## src/rtl/ibex_trace_fifo.sv

```systemverilog
`default_nettype none
// +--------------------------------------------------------------------------+
// | ibex_trace_fifo                                                          |
// | Buffers RVFI retirement records for a slow trace sink; counts drops.     |
// | Rev 1.0                                                                  |
// +--------------------------------------------------------------------------+
module ibex_trace_fifo #(
    parameter int unsigned Depth        = 8,
    parameter int unsigned DropCntWidth = 16
) (
    input  logic                      clk_i,
    input  logic                      rst_ni,
    input  logic                      trace_en_i,
    input  logic                      trace_flush_i,
    input  logic                      rvfi_valid,
    input  logic                      rvfi_trap,
    input  logic                      rvfi_intr,
    input  logic                      rvfi_halt,
    input  logic [1:0]                rvfi_mode,
    input  logic [31:0]               rvfi_insn,
    input  logic [31:0]               rvfi_pc_rdata,
    input  logic [31:0]               rvfi_rd_wdata,
    input  logic [31:0]               rvfi_mem_addr,
    input  logic [4:0]                rvfi_rd_addr,
    input  logic [3:0]                rvfi_mem_rmask,
    input  logic [3:0]                rvfi_mem_wmask,
    output logic                      trace_valid_o,
    input  logic                      trace_ready_i,
    output logic [31:0]               trace_pc_o,
    output logic [31:0]               trace_insn_o,
    output logic [31:0]               trace_rd_wdata_o,
    output logic [31:0]               trace_mem_addr_o,
    output logic [4:0]                trace_rd_addr_o,
    output logic [3:0]                trace_mem_rmask_o,
    output logic [3:0]                trace_mem_wmask_o,
    output logic [1:0]                trace_mode_o,
    output logic                      trace_trap_o,
    output logic                      trace_intr_o,
    output logic                      trace_halt_o,
    output logic [DropCntWidth-1:0]   trace_drop_cnt_o,
    output logic [$clog2(Depth):0]    trace_level_o,
    output logic                      overflow_o
);

    localparam int unsigned PTR_W = $clog2(Depth);

    localparam logic [PTR_W-1:0]        c_PTR_ONE  = 1;
    localparam logic [PTR_W:0]          c_CNT_ONE  = 1;
    localparam logic [PTR_W:0]          c_FULL_LVL = Depth[PTR_W:0];
    localparam logic [DropCntWidth-1:0] c_DROP_MAX = '1;
    localparam logic [DropCntWidth-1:0] c_DROP_ONE = 1;

    typedef struct packed {
        logic [DropCntWidth-1:0] drop;
        logic [31:0]             pc;
        logic [31:0]             insn;
        logic [31:0]             rd_wdata;
        logic [31:0]             mem_addr;
        logic [4:0]              rd_addr;
        logic [3:0]              rmask;
        logic [3:0]              wmask;
        logic [1:0]              mode;
        logic                    trap;
        logic                    intr;
        logic                    halt;
    } rec_t;

    rec_t                    r_mem [Depth];
    logic [PTR_W-1:0]        r_wptr;
    logic [PTR_W-1:0]        r_rptr;
    logic [PTR_W:0]          r_count;
    logic [DropCntWidth-1:0] r_drop_cnt;
    logic                    r_overflow;

    logic                    w_push_req;
    logic                    w_full;
    logic                    w_pop;
    logic                    w_push_ok;
    logic                    w_drop;
    rec_t                    w_rec;
    rec_t                    w_head;

    assign w_push_req = rvfi_valid & trace_en_i & ~trace_flush_i;
    assign w_full     = (r_count == c_FULL_LVL);
    assign w_pop      = trace_valid_o & trace_ready_i;
    // A full FIFO can still take a record when the head leaves this cycle.
    assign w_push_ok  = w_push_req & (~w_full | w_pop);
    assign w_drop     = w_push_req & w_full & ~w_pop;

    always_comb begin
        w_rec          = '0;
        w_rec.drop     = r_drop_cnt;
        w_rec.pc       = rvfi_pc_rdata;
        w_rec.insn     = rvfi_insn;
        w_rec.rd_wdata = rvfi_rd_wdata;
        w_rec.mem_addr = rvfi_mem_addr;
        w_rec.rd_addr  = rvfi_rd_addr;
        w_rec.rmask    = rvfi_mem_rmask;
        w_rec.wmask    = rvfi_mem_wmask;
        w_rec.mode     = rvfi_mode;
        w_rec.trap     = rvfi_trap;
        w_rec.intr     = rvfi_intr;
        w_rec.halt     = rvfi_halt;
    end

    always_ff @(posedge clk_i or negedge rst_ni) begin
        if (!rst_ni) begin
            for (int unsigned i = 0; i < Depth; i++) begin
                r_mem[i] <= '0;
            end
        end else if (w_push_ok) begin
            r_mem[r_wptr] <= w_rec;
        end
    end

    always_ff @(posedge clk_i or negedge rst_ni) begin
        if (!rst_ni) begin
            r_wptr  <= '0;
            r_rptr  <= '0;
            r_count <= '0;
        end else if (trace_flush_i) begin
            r_wptr  <= '0;
            r_rptr  <= '0;
            r_count <= '0;
        end else begin
            if (w_push_ok) begin
                r_wptr <= r_wptr + c_PTR_ONE;
            end
            if (w_pop) begin
                r_rptr <= r_rptr + c_PTR_ONE;
            end
            if (w_push_ok && !w_pop) begin
                r_count <= r_count + c_CNT_ONE;
            end else if (!w_push_ok && w_pop) begin
                r_count <= r_count - c_CNT_ONE;
            end
        end
    end

    // Drops pending at flush time are intentionally discarded.
    always_ff @(posedge clk_i or negedge rst_ni) begin
        if (!rst_ni) begin
            r_drop_cnt <= '0;
            r_overflow <= 1'b0;
        end else if (trace_flush_i) begin
            r_drop_cnt <= '0;
            r_overflow <= 1'b0;
        end else if (w_push_ok) begin
            r_drop_cnt <= '0;
        end else if (w_drop) begin
            r_overflow <= 1'b1;
            if (r_drop_cnt != c_DROP_MAX) begin
                r_drop_cnt <= r_drop_cnt + c_DROP_ONE;
            end
        end
    end

    assign w_head            = r_mem[r_rptr];
    assign trace_valid_o     = (r_count != '0);
    assign trace_pc_o        = w_head.pc;
    assign trace_insn_o      = w_head.insn;
    assign trace_rd_wdata_o  = w_head.rd_wdata;
    assign trace_mem_addr_o  = w_head.mem_addr;
    assign trace_rd_addr_o   = w_head.rd_addr;
    assign trace_mem_rmask_o = w_head.rmask;
    assign trace_mem_wmask_o = w_head.wmask;
    assign trace_mode_o      = w_head.mode;
    assign trace_trap_o      = w_head.trap;
    assign trace_intr_o      = w_head.intr;
    assign trace_halt_o      = w_head.halt;
    assign trace_drop_cnt_o  = w_head.drop;
    assign trace_level_o     = r_count;
    assign overflow_o        = r_overflow;

endmodule
`default_nettype wire

```

## config.mk

```make
export PLATFORM = sky130hd
export DESIGN_NAME = ibex_trace_fifo
export DESIGN_NICKNAME = d
export VERILOG_FILES = /design/src/rtl/ibex_trace_fifo.sv
export SDC_FILE = /design/constraint.sdc
export NUM_CORES = 2
export LEC_CHECK = 0
export ABC_AREA = 0
export BUFFER_PORTS_ARGS = -buffer_cell sky130_fd_sc_hd__buf_2
export CAP_MARGIN = 20
export CORE_UTILIZATION = 60
export DETAILED_ROUTE_END_ITERATION = 12
export PLACE_DENSITY = 0.78
export SKIP_CTS_REPAIR_TIMING = 1
export SLEW_MARGIN = 20
export SYNTH_ARGS = -nofsm -noshare
export SYNTH_HDL_FRONTEND = slang
export SYNTH_SLANG_ARGS = --single-unit
export TNS_END_PERCENT = 1
```

## constraint.sdc

```tcl
create_clock -name clk_i -period 3 [get_ports clk_i]
set_input_delay 0 -clock clk_i [delete_from_list [all_inputs] [get_ports clk_i]]
set_output_delay 0 -clock clk_i [all_outputs]
set_load 0.01 [all_outputs]
```

### After elaboration in Yosys (flattened, before gate mapping)

Cells that the tools add are included.

| storage, ports and cells | value |
|---|---|
| bits in registers | 1323 |
| bits in latches | 0 |
| memory bits (writable) | 0 |
| memory bits (read-only) | 0 |
| input bits | 152 |
| output and inout port bits | 168 |
| memories | 0 |

| cells by class | value |
|---|---|
| $add $sub $neg | 5 |
| multiply operators | 0 |
| divide/modulo/power cells | 0 |
| $lt $le $gt $ge | 3 |
| equal/unequal tests | 3 |
| shift-type cells | 0 |
| multiplexer cells | 20 |
| bitwise logic cells | 12 |
| reduce and logical (&&, ||, !) cells | 14 |

Operator list:

| operator | count |
|---|---|
| 1296-bit bitwise mux | 1 |
| 162-bit binary-select mux with 3-bit select | 1 |
| 162-bit demux with 3-bit select | 1 |
| 162-bit 2-to-1 mux | 3 |
| 16-bit 2-to-1 mux | 4 |
| 16-bit by 1-bit adder with 16-bit output (second input constant) | 1 |
| 16-bit != test (second input constant) | 1 |
| 3-bit 2-to-1 mux | 4 |
| 4-bit 2-to-1 mux | 3 |
| 3-bit nonzero test | 3 |
| 4-bit >= comparator (second input constant) | 2 |
| 3-bit inverter with 4-bit output | 2 |
| 3-bit by 1-bit adder with 3-bit output (second input constant) | 2 |
| 1-bit AND | 6 |
| 2-bit nonzero test | 3 |
| 4-bit by 1-bit adder with 4-bit output (second input constant) | 1 |
| 4-bit == test (second input constant) | 1 |
| 4-bit by 1-bit less-than comparator with 1-bit output (second input constant) | 1 |
| 2-bit AND reduction | 2 |
| 4-bit nonzero test | 1 |
| 4-bit by 1-bit subtractor with 4-bit output (second input constant) | 1 |
| 1-bit logical AND | 3 |
| 1-bit 2-to-1 mux | 3 |
| 1-bit inverter | 3 |
| 3 further kinds | 4 |

### Logic depth before layout (Yosys ltp)

| depth | value |
|---|---|
| word-level depth | 9 |
| depth in mapped cells | 8 |

### Worst setup path before layout

OpenSTA, ideal clock, no wires.

| timing | value |
|---|---|
| kind | reg2reg |
| start point | register r_count[0] (netlist: trace_level_o[0]) |
| end point | register r_count[3] (netlist: trace_level_o[3]) |
| arrival | 2.400 ns |
| required time | 2.931 ns |
| slack | 0.530 ns |
| stages on the path, launching flop included | 8 |
| path buffers | 0 |
| cell sequence | dfrtp_1 > o41ai_1 > nand3_1 > ha_1 > a21o_1 > a2111oi_0 > a22oi_1 > nand3_1 |

| on the way | value |
|---|---|
| word-level cells in the longest chain between the ends | 7 |
| elaborated cells between the ends (all ways) | 16 |
| classes of those cells | add/sub: 2; eq/ne: 1; mux: 3; bitwise: 4; reduce/logical: 6 |

Ends and longest elaborated chain:

| item | RTL line | RTL |
|---|---|---|
| start: declaration | 71 | `logic [PTR_W:0] r_count;` |
| start signal: assignment | 133 | `r_count <= r_count + c_CNT_ONE;` |
| start signal: assignment | 135 | `r_count <= r_count - c_CNT_ONE;` |
| 4-bit nonzero test / 4-bit == test (equally long branches) | 159, 84 |  |
| 1-bit AND / 1-bit inverter (equally long branches) | 85, 87 |  |
| 1-bit bitwise OR | 87 | `assign w_push_ok = w_push_req & (~w_full \| w_pop);` |
| 1-bit AND | 87 |  |
| 1-bit logical AND / 1-bit logical NOT (equally long branches) | 132, 134 |  |
| 4-bit 2-to-1 mux / 1-bit logical AND (equally long branches) | 132, 134 |  |
| 4-bit 2-to-1 mux / 3-bit nonzero test (equally long branches) | -- |  |

Several ways; a longest one is shown, not always the timed one. The select of a mux whose other input is x is not followed.
A chain may end at the register's enable or synchronous reset.

### Final worst setup path

| timing | value |
|---|---|
| start point | register r_rptr[0] |
| end point | output trace_rd_wdata_o[27] |

| on the way | value |
|---|---|
| word-level cells in the longest chain between the ends | 4 |

Ends and longest elaborated chain:

| item | RTL line | RTL |
|---|---|---|
| start: declaration | 70 | `logic [PTR_W-1:0] r_rptr;` |
| start signal: assignment | 130 | `r_rptr <= r_rptr + c_PTR_ONE;` |
| 3-bit inverter with 4-bit output (not written as such) | 158 | `assign w_head = r_mem[r_rptr];` |
| 162-bit binary-select mux with 3-bit select | 158 |  |
| 162-bit 2-to-1 mux (not written as such) (2 in series) | 158 |  |
| end: declaration | 31 | `output logic [31:0] trace_rd_wdata_o,` |

Every way passes these cells. The select of a mux whose other input is x is not followed.

==> impl_metrics.tcl <==
set metrics [dict create \
    yosys-top-cells-count "mux2_2, dfrtp_1, mux4_2" \
    grt_pass1_wl_mm 206 \
    ys_seq_elements 1323 \
    synth.distinct_cells 57 \
    synth_area_per_cell_um2 16.8 \
    core_um2 97300 \
    setup_viol 0 \
    place_hpwl_mm 76.8 \
    globalplace.congestion 0.811 \
    hold_viol_final 0 \
    syn-cell-area_um2 59300 \
    power_density_nw_per_um2 737 \
    period_needed_ns 2.86 \
    cts_tree "built" \
    maxCapViolCount 0 \
    arrival_ns 2.86 \
    yosys_warnings 0 \
    worst_pin_slew_ns 0.701 \
    hp-class "input pin to flop" \
    route.detailed.drc 0 \
    seq_area_um2 33100 \
    timing.hold.ws_ns 0.130 \
    use_met1 0.361 \
    drt_wl_total_mm 131 \
    crit_path_start_kind "flop" \
    p_leak_nw 32.9 \
    syn2layout_area_growth_pct 16.7 \
    worstSetupEndpointType "output port" \
    synthTopCellsByArea "dfrtp_1, mux2_2, mux4_2" \
    peakVddDrop_mv 0.585 \
    numCtsBuffers 138 \
    fillers 6235 \
    busiest_layer "met2" \
    synth_edf_count 0 \
    grt_max_degree 112 \
    htreeDepth 4 \
    syn-num-nets 3691 \
    die_area_um2 100000 \
    clk_pin_slew_worst_paths_ns 0.06 \
    dr.pass1.iters 5 \
    setup-tns-final_ns 0 \
    cts-root-buf "clkbuf_16" \
    critical_path_required_ns 3.00 \
    avgViaCountPerCell 6.13 \
    period_share 0.954 \
    antenna_found_initial 9 \
    grt_pass1_vias 35300 \
    fin_skew_ns 0.0287 \
    grt_overflow 0 \
    multiInputGateArea_um2 24900 \
    ys.flop_type "dfrtp_1" \
    use_met3 0.0578 \
    final_antenna_net_count 0 \
    die_x_um 316 \
    drt_iter0_drc 1743 \
    netlist_instances 3533 \
    via_count 33000 \
    fp.dieH_um 316 \
    path_class "flop to output port" \
    port_buffers 319 \
    cp_max_fo 26 \
    outcome "complete, no violations" \
    yosys.area.top_type_share 0.558 \
    cts_sinks 1323 \
    synthArstFlopShare 1.00 \
    rsz0062_at_grt "false" \
    ys_seq_area_frac 0.558 \
    slew_violations 0 \
    track_usage 0.268 \
    clk_latency_ns 0.74 \
    grt_util_met2 0.440 \
    clockBufferDepth 3 \
    drive_above_1_share 0.572 \
    wl_per_cell_um 24.3 \
    slew_headroom 0.533 \
    fmax_mhz 349 \
    synth_top_area_cell "dfrtp_1" \
    initial_core_util 0.610 \
    nets 4165 \
    row_count 114 \
    yosysMostFrequentCell "mux2_2" \
    io-pin-count 320 \
]
-- cells by family (layout without fill, tap and decap cells) --
kind of cell	Yosys count	in the layout	share of synthesized area
compound gates	54	54	0.00643
simple gates	92	92	0.00941
buf+inv	263	840	0.0228
flops	1323	1323	0.558
other cells	0	5	0
xor+xnor	5	5	0.000738
fa+ha+maj	6	6	0.00139
mux	1790	1790	0.401
-- worst paths after layout --
| check | start | endpoint | slack (ns) | depth (start not counted) |
|---|---|---|---|---|
| max in group asynchronous | rst_ni | r_mem[131]$_DFFE_PN0P_ | 1.64 | 5 |
| hold reg to reg | r_mem[908]$_DFFE_PN0P_ | r_mem[908]$_DFFE_PN0P_ | 0.48 | 1 |
| hold / removal | rvfi_mem_addr[3] | r_mem[1155]$_DFFE_PN0P_ | 0.13 | 3 |
| setup / recovery | r_rptr[0]$_DFFE_PN0P_ | trace_rd_wdata_o[27] | 0.14 | 5 |
| setup reg to reg | r_wptr[2]$_DFFE_PN0P_ | r_mem[1026]$_DFFE_PN0P_ | 0.46 | 4 |
| min in group asynchronous | rst_ni | r_mem[960]$_DFFE_PN0P_ | 0.38 | 3 |
-- metrics by stage --
step	worst slack, ns	area (µm²)	std cells	power [mW]	utilization
final	0.137	69200	5391	51.0	0.712
after CTS	0.0607	67700	5232	51.4	0.696
after floorplan	0.530	59300	3533	29.2	-
after global placement	0.533	63000	4989	33.5	0.647
after detailed placement	0.527	63000	4989	33.7	0.647
after global routing	0.0322	69200	5389	53.3	0.712
-- layout by cell type (no fill, tap or decap), drive strengths merged, types with 14 or more instances in the layout --
cell type / count
clkinv: 25
clkbuf: 203
mux2: 1458
buf: 437
a21oi: 14
dfrtp: 1323
mux4: 324
nand2: 25
dlygate4sd3: 153
-- layer usage --
metal	vias up	wire length [µm]	part of all wire
li1	14300	-	-
met1	17900	56700	0.43
met2	621	65500	0.50
met3	202	5550	0.042
met4	12	3000	0.023
met5	-	80	0.00061
-- power breakdown --
group          internal (mW)  leakage, nW  switching, mW  total [mW]
Sequential              19.8         17.9           1.07        20.9
Combinational           6.77         12.6           5.85        12.6
Clock                   10.6         2.32           6.96        17.5
-- sequential cells by signal (all words and copies together) (netlist names) --
register and count:
r_drop_cnt 16, overflow_o 1, r_mem 1296, trace_level_o 4
r_rptr 3, r_wptr 3
-- critical path: stages, from the launching register on --
cell and delay (ns):
dfrtp_4 0.51, buf_12 0.26, buf_12 0.28, mux4_2 0.55
mux2_2 0.32, buf_2 0.15
-- layout make-up --
type / count / area share
sequential: 1323 / 0.478
multi-input combinational: 1947 / 0.359
timing repair buffer: 590 / 0.0708
clock buffer: 203 / 0.0602
tap: 1276 / 0.0231
clock inverter: 40 / 0.00759
inverter: 7 / 0.000379
antenna: 5 / 0.000181
No activity file was read; power rests on OpenSTA's default activity.
